[src/rtl/ecc_uop_sequencer.sv]
// rtl/ecc_uop_sequencer.sv - ECC engine micro-op sequencer
//
// Purpose: takes a command slot index and walks that slot's microcode
// subroutine [subr_start, subr_end] in the program ROM. Each instruction goes
// to the datapath over a valid/ready handshake. Long instructions stall the
// sequencer until the engine pulses engine_done.
//
// Ports:
//   clk, rst          clock, asynchronous active-high reset
//   zeroize           synchronous clear to the reset state (highest priority)
//   cmd_valid/cmd_id  command request / slot index; cmd_ready high in IDLE
//   subr_start/end    packed per-slot start and inclusive end ROM addresses
//   abort             terminate the running subroutine (ignored in IDLE)
//   prog_addr         ROM address (= pc)
//   prog_instr        ROM data, one cycle after prog_addr
//   issue_valid/issue_instr/issue_ready  instruction handshake to the datapath
//   engine_done       single-cycle pulse that ends a long instruction
//   busy, done, err   status: not IDLE / subroutine completed / command rejected
module ecc_uop_sequencer #(
   parameter int                  UOP_W       = 9,
   parameter int                  OPR_W       = 6,
   parameter int                  PROG_ADDR_W = 7,
   parameter int                  NUM_CMD     = 8,
   parameter logic [UOP_W-1:0]    LONG_MASK   = 9'h03F,
   localparam int                 CMD_W       = $clog2(NUM_CMD),
   localparam int                 INSTR_W     = UOP_W + 2*OPR_W
) (
   input  logic                           clk,
   input  logic                           rst,
   input  logic                           zeroize,
   input  logic                           cmd_valid,
   input  logic [CMD_W-1:0]               cmd_id,
   output logic                           cmd_ready,
   input  logic [NUM_CMD*PROG_ADDR_W-1:0] subr_start,
   input  logic [NUM_CMD*PROG_ADDR_W-1:0] subr_end,
   input  logic                           abort,
   output logic [PROG_ADDR_W-1:0]         prog_addr,
   input  logic [INSTR_W-1:0]             prog_instr,
   output logic                           issue_valid,
   output logic [INSTR_W-1:0]             issue_instr,
   input  logic                           issue_ready,
   input  logic                           engine_done,
   output logic                           busy,
   output logic                           done,
   output logic                           err
);

   typedef enum logic [2:0] {
      IDLE  = 3'd0,
      FETCH = 3'd1,
      ISSUE = 3'd2,
      WAIT  = 3'd3,
      DONE  = 3'd4
   } state_t;

   localparam logic [CMD_W:0] NUM_CMD_L = (CMD_W+1)'(NUM_CMD);

   state_t                 r_state;
   logic [PROG_ADDR_W-1:0] r_pc;
   logic [PROG_ADDR_W-1:0] r_end;
   logic                   r_err;

   logic [UOP_W-1:0]       w_opcode;
   logic                   w_is_nop;
   logic                   w_is_long;
   logic                   w_id_bad;
   logic [PROG_ADDR_W-1:0] w_start;
   logic [PROG_ADDR_W-1:0] w_end;
   logic                   w_advance;

   assign w_opcode  = prog_instr[INSTR_W-1 -: UOP_W];
   assign w_is_nop  = (w_opcode == '0);
   assign w_is_long = |(w_opcode & LONG_MASK);

   // Slot lookup is only used when the index is in range (w_id_bad guards it).
   assign w_id_bad  = ({1'b0, cmd_id} >= NUM_CMD_L);
   assign w_start   = subr_start[cmd_id*PROG_ADDR_W +: PROG_ADDR_W];
   assign w_end     = subr_end[cmd_id*PROG_ADDR_W +: PROG_ADDR_W];

   // ROM data only arrives in ISSUE, so the NOP decision (and therefore
   // issue_valid) has to come from the live ROM output rather than a register.
   assign issue_valid = (r_state == ISSUE) && !w_is_nop;
   assign issue_instr = issue_valid ? prog_instr : '0;

   // Move to the next instruction: NOPs and accepted short ops in ISSUE,
   // or a long op completing in WAIT.
   assign w_advance = ((r_state == ISSUE) &&
                       (w_is_nop || (issue_ready && !w_is_long))) ||
                      ((r_state == WAIT) && engine_done);

   assign prog_addr = r_pc;
   assign cmd_ready = (r_state == IDLE);
   assign busy      = (r_state != IDLE);
   assign done      = (r_state == DONE);
   assign err       = r_err;

   always_ff @(posedge clk or posedge rst) begin
      if (rst) begin
         r_state <= IDLE;
         r_pc    <= '0;
         r_end   <= '0;
         r_err   <= 1'b0;
      end else if (zeroize) begin
         r_state <= IDLE;
         r_pc    <= '0;
         r_end   <= '0;
         r_err   <= 1'b0;
      end else begin
         r_err <= 1'b0;
         if (abort && (r_state != IDLE)) begin
            // pc is left alone so the aborted address remains visible.
            r_state <= IDLE;
         end else if (w_advance) begin
            if (r_pc == r_end) begin
               r_state <= DONE;
            end else begin
               r_pc    <= r_pc + 1'b1;
               r_state <= FETCH;
            end
         end else begin
            case (r_state)
               IDLE: begin
                  if (cmd_valid) begin
                     if (w_id_bad || (w_start > w_end)) begin
                        r_err <= 1'b1;
                     end else begin
                        r_pc    <= w_start;
                        r_end   <= w_end;
                        r_state <= FETCH;
                     end
                  end
               end
               FETCH: r_state <= ISSUE;
               ISSUE: begin
                  if (issue_valid && issue_ready) r_state <= WAIT;
               end
               WAIT:  r_state <= WAIT;
               DONE:  r_state <= IDLE;
               default: r_state <= IDLE;
            endcase
         end
      end
   end

endmodule

[config.mk]
export PLATFORM = sky130hd
export DESIGN_NAME = ecc_uop_sequencer
export DESIGN_NICKNAME = d
export VERILOG_FILES = /design/src/rtl/ecc_uop_sequencer.sv
export SDC_FILE = /design/constraint.sdc
export NUM_CORES = 1
export LEC_CHECK = 0
export BUFFER_PORTS_ARGS = -buffer_cell sky130_fd_sc_hd__buf_2
export CAP_MARGIN = 20
export CORE_ASPECT_RATIO = 2
export CORE_MARGIN = 2
export CORE_UTILIZATION = 44
export CTS_CLUSTER_DIAMETER = 30
export CTS_CLUSTER_SIZE = 40
export DETAILED_ROUTE_END_ITERATION = 8
export PLACE_DENSITY_LB_ADDON = 0.3
export SLEW_MARGIN = 20
export SYNTH_ARGS = -nofsm -noshare
export SYNTH_HDL_FRONTEND = slang
export SYNTH_SLANG_ARGS = --single-unit
[constraint.sdc]
create_clock -name clk -period 3 [get_ports clk]
set_clock_uncertainty 0.1 [all_clocks]
set_input_delay 0.3 -clock clk [delete_from_list [all_inputs] [get_ports clk]]
set_output_delay 0.3 -clock clk [all_outputs]
set_load 0.05 [all_outputs]
==> results.json <==
{
  "status": "complete, no violations",
  "fp.dieArea_mm2": 0.00587,
  "maxSlewHeadroom_pct": 53.4,
  "finalSetupViolations": 0,
  "crit_path_end_kind": "flop",
  "rsz0062_at_grt": "no",
  "drt-total-wl_um": 6970,
  "drt_first_iter_violations": 29,
  "grt_max_degree": 22,
  "synthFlopType": "dfrtp_1",
  "port_buffers": 175,
  "reg2reg_to": "prog_addr[4]",
  "vias": 2566,
  "synthCells": 219,
  "crit_end": "prog_addr[2]",
  "clock-root-buffer": "clkbuf_8",
  "synth.cell_area_mm2": 0.00230,
  "gp_congestion": 0.867,
  "grt_pass1_vias": 2615,
  "min_path_type": "primary input to async pin",
  "grt_overflow": 0,
  "crit_fanout": 15,
  "dieWidth_um": 55.2,
  "dp_hpwl_um": 6150,
  "detail-route-antenna-nets": 0,
  "pin_count": 176,
  "maxSlewViolCount": 0,
  "rr_startpoint": "r_state[1]",
  "required_ns": 3.05,
  "yosys-top-cells-area": "mux4_2 (27%), dfrtp_1 (20%), and2_1 (6.5%), ha_1 (4.3%), mux2i_1 (4.3%)",
  "fin_crit_sh_pct": 94.4,
  "nNetsFinal": 548,
  "clk_pin_slew_ns": 0.07,
  "via_per_inst": 5.65,
  "synth-seq-cells": 18,
  "wl_per_cell_um": 15.4,
  "synth_nets": 370,
  "r2r_slack_ns": 0.65,
  "worst_pin_slew_ns": 0.698,
  "drc": 0,
  "leakage_nw": 1.75,
  "grt_usage_pct": 25.3,
  "synth_edf_count": 0,
  "die_height_um": 106,
  "synthArstFlopShare_pct": 100,
  "arrival_ns": 2.88,
  "syn_to_final_growth_pct": 47.0,
  "dr.pass1.iters": 4,
  "avgSynthCellArea_um2": 10.5,
  "fin_crit_ns": 2.83,
  "ys_warn_count": 0,
  "crit_start": "cmd_id[0]",
  "max_freq_ghz": 0.353,
  "final_common_cell": "buf_2",
  "antenna_cells": 0,
  "rows": 37,
  "grt_pass1_wl_um": 11100,
  "clock_path_buffers": 2,
  "powerDensity_mw_per_mm2": 352,
  "synth_top_area_cell": "mux4_2",
  "synth_top_area_share_pct": 27.4,
  "synth_seq_area_share_pct": 19.5,
  "path_class": "primary input to flop",
  "cts_htree_levels": 1,
  "tns_ns": 0,
  "initial_utilization_pct": 45.3,
  "clk_latency_ns": 0.26,
  "cts_tree": "built",
  "peakVddDrop_v": 0.000230,
  "most-common-layout-cells": "buf_2 (175), mux4_2 (28), and2_1 (24), dfrtp_1 (18), nand2_1 (13)",
  "layout-drive-gt1-share_pct": 62.4,
  "start_kind": "primary input",
  "maxCapViolCount": 0,
  "synth_cell_type_count": 47,
  "reg2reg_depth": 5,
  "antenna_found_initial": 0,
  "clkSinkCount": 18,
  "cts_made_buffers": 3,
  "hold_viol_final": 0,
  "core_mm2": 0.00509,
  "final_util_pct": 66.5
}
-- synth_stat cells (4+ instances only) --
| library cell | n |
|---|---|
| mux2_2 | 8 |
| or2_2 | 6 |
| clkbuf_1 | 6 |
| nand2_1 | 13 |
| mux4_2 | 28 |
| a21oi_1 | 9 |
| nor4_1 | 4 |
| o21ai_0 | 4 |
| dfrtp_1 | 18 |
| inv_1 | 8 |
| and2_1 | 24 |
| mux2i_1 | 10 |
| xnor2_1 | 4 |
| nor3_1 | 5 |
| nor2_1 | 5 |
| ha_1 | 8 |
| o21ai_1 | 4 |
-- logic make-up (layout without fill, tap and decap cells) --
group / count (synthesis) / in the layout / share of synthesized area (%)
AO/OA/AOI/OAI: 38 / 38 / 12.9
XOR/XNOR: 7 / 7 / 2.66
adder cells (fa/ha/maj): 8 / 8 / 4.34
buffers and inverters: 24 / 201 / 5.21
flip-flops: 18 / 18 / 19.5
multiplexers: 46 / 46 / 35.6
AND/OR/NAND/NOR: 78 / 78 / 19.8
-- stage by stage --
step	power [mW]	std cells	area, µm²	worst slack [ns]	hold WS (ns)
final	1.19	454	3390	0.169	0.0363
after global routing	1.27	454	3390	0.0215	0.105
after CTS	1.19	454	3380	0.118	0.0693
after detailed placement	0.988	450	3320	-0.140	0.347
after global placement	0.972	450	3320	-0.0227	0.341
after floorplan	0.763	219	2330	0.000562	0.139
-- registers in the layout, summed over array words and instances (netlist names) --
signal,count
r_end,7
prog_addr,7
r_state,3
err,1
-- how the worst min path moves through the flow --
| stage | slack, ns | depth (start not counted) | to |
|---|---|---|---|
| 3_5_place_dp | 0.35 | 2 | prog_addr[3] |
| 3_3_place_gp | 0.34 | 2 | prog_addr[1] |
| 5_1_grt | 0.11 | 2 | prog_addr[3] |
| 4_1_cts | 0.07 | 2 | prog_addr[3] |
| 6_report | 0.04 | 2 | prog_addr[1] |
| 2_1_floorplan | 0.14 | 1 | err |
-- critical path: stages --
cell	delay [ns]
buf_2	0.14
buf_12	0.17
mux4_2	0.50
mux2_2	0.30
ha_1	0.30
nand4_1	0.16
a21o_1	0.23
a21oi_2	0.22
o31ai_4	0.19
nor3b_1	0.18
a31o_1	0.19
-- area by class of cell --
cell class                      count  area, µm²
Inverter                            8       30.0
Fill cell                         452       1700
Multi-Input combinational cell    177       1750
Sequential cell                    18        450
Clock buffer                        4       55.1
Tap cell                           58       72.6
Timing Repair Buffer              189       1030
-- timing repair --
action                                  in CTS  in global routing
endpoints found under the setup margin       0                  1
buffers inserted                             0                  0
hold buffers                                 0                  0
gates resized for setup                      0                  1
-- metal layers --
layer  track usage [%]  vias to the layer above  share of wire (%)
li1                  -                     1198                  -
met1              22.6                     1209                 30
met2              50.7                      139                 60
met3              2.39                       20                6.8
met4              10.6                        0                3.6
met5                 0                        -                  0
-- power breakdown --
part,total (mW),switching (mW),internal (mW)
Clock,0.204,0.0876,0.117
Sequential,0.310,0.0385,0.271
Combinational,0.678,0.365,0.312
Power figures use the tool's default switching activity.
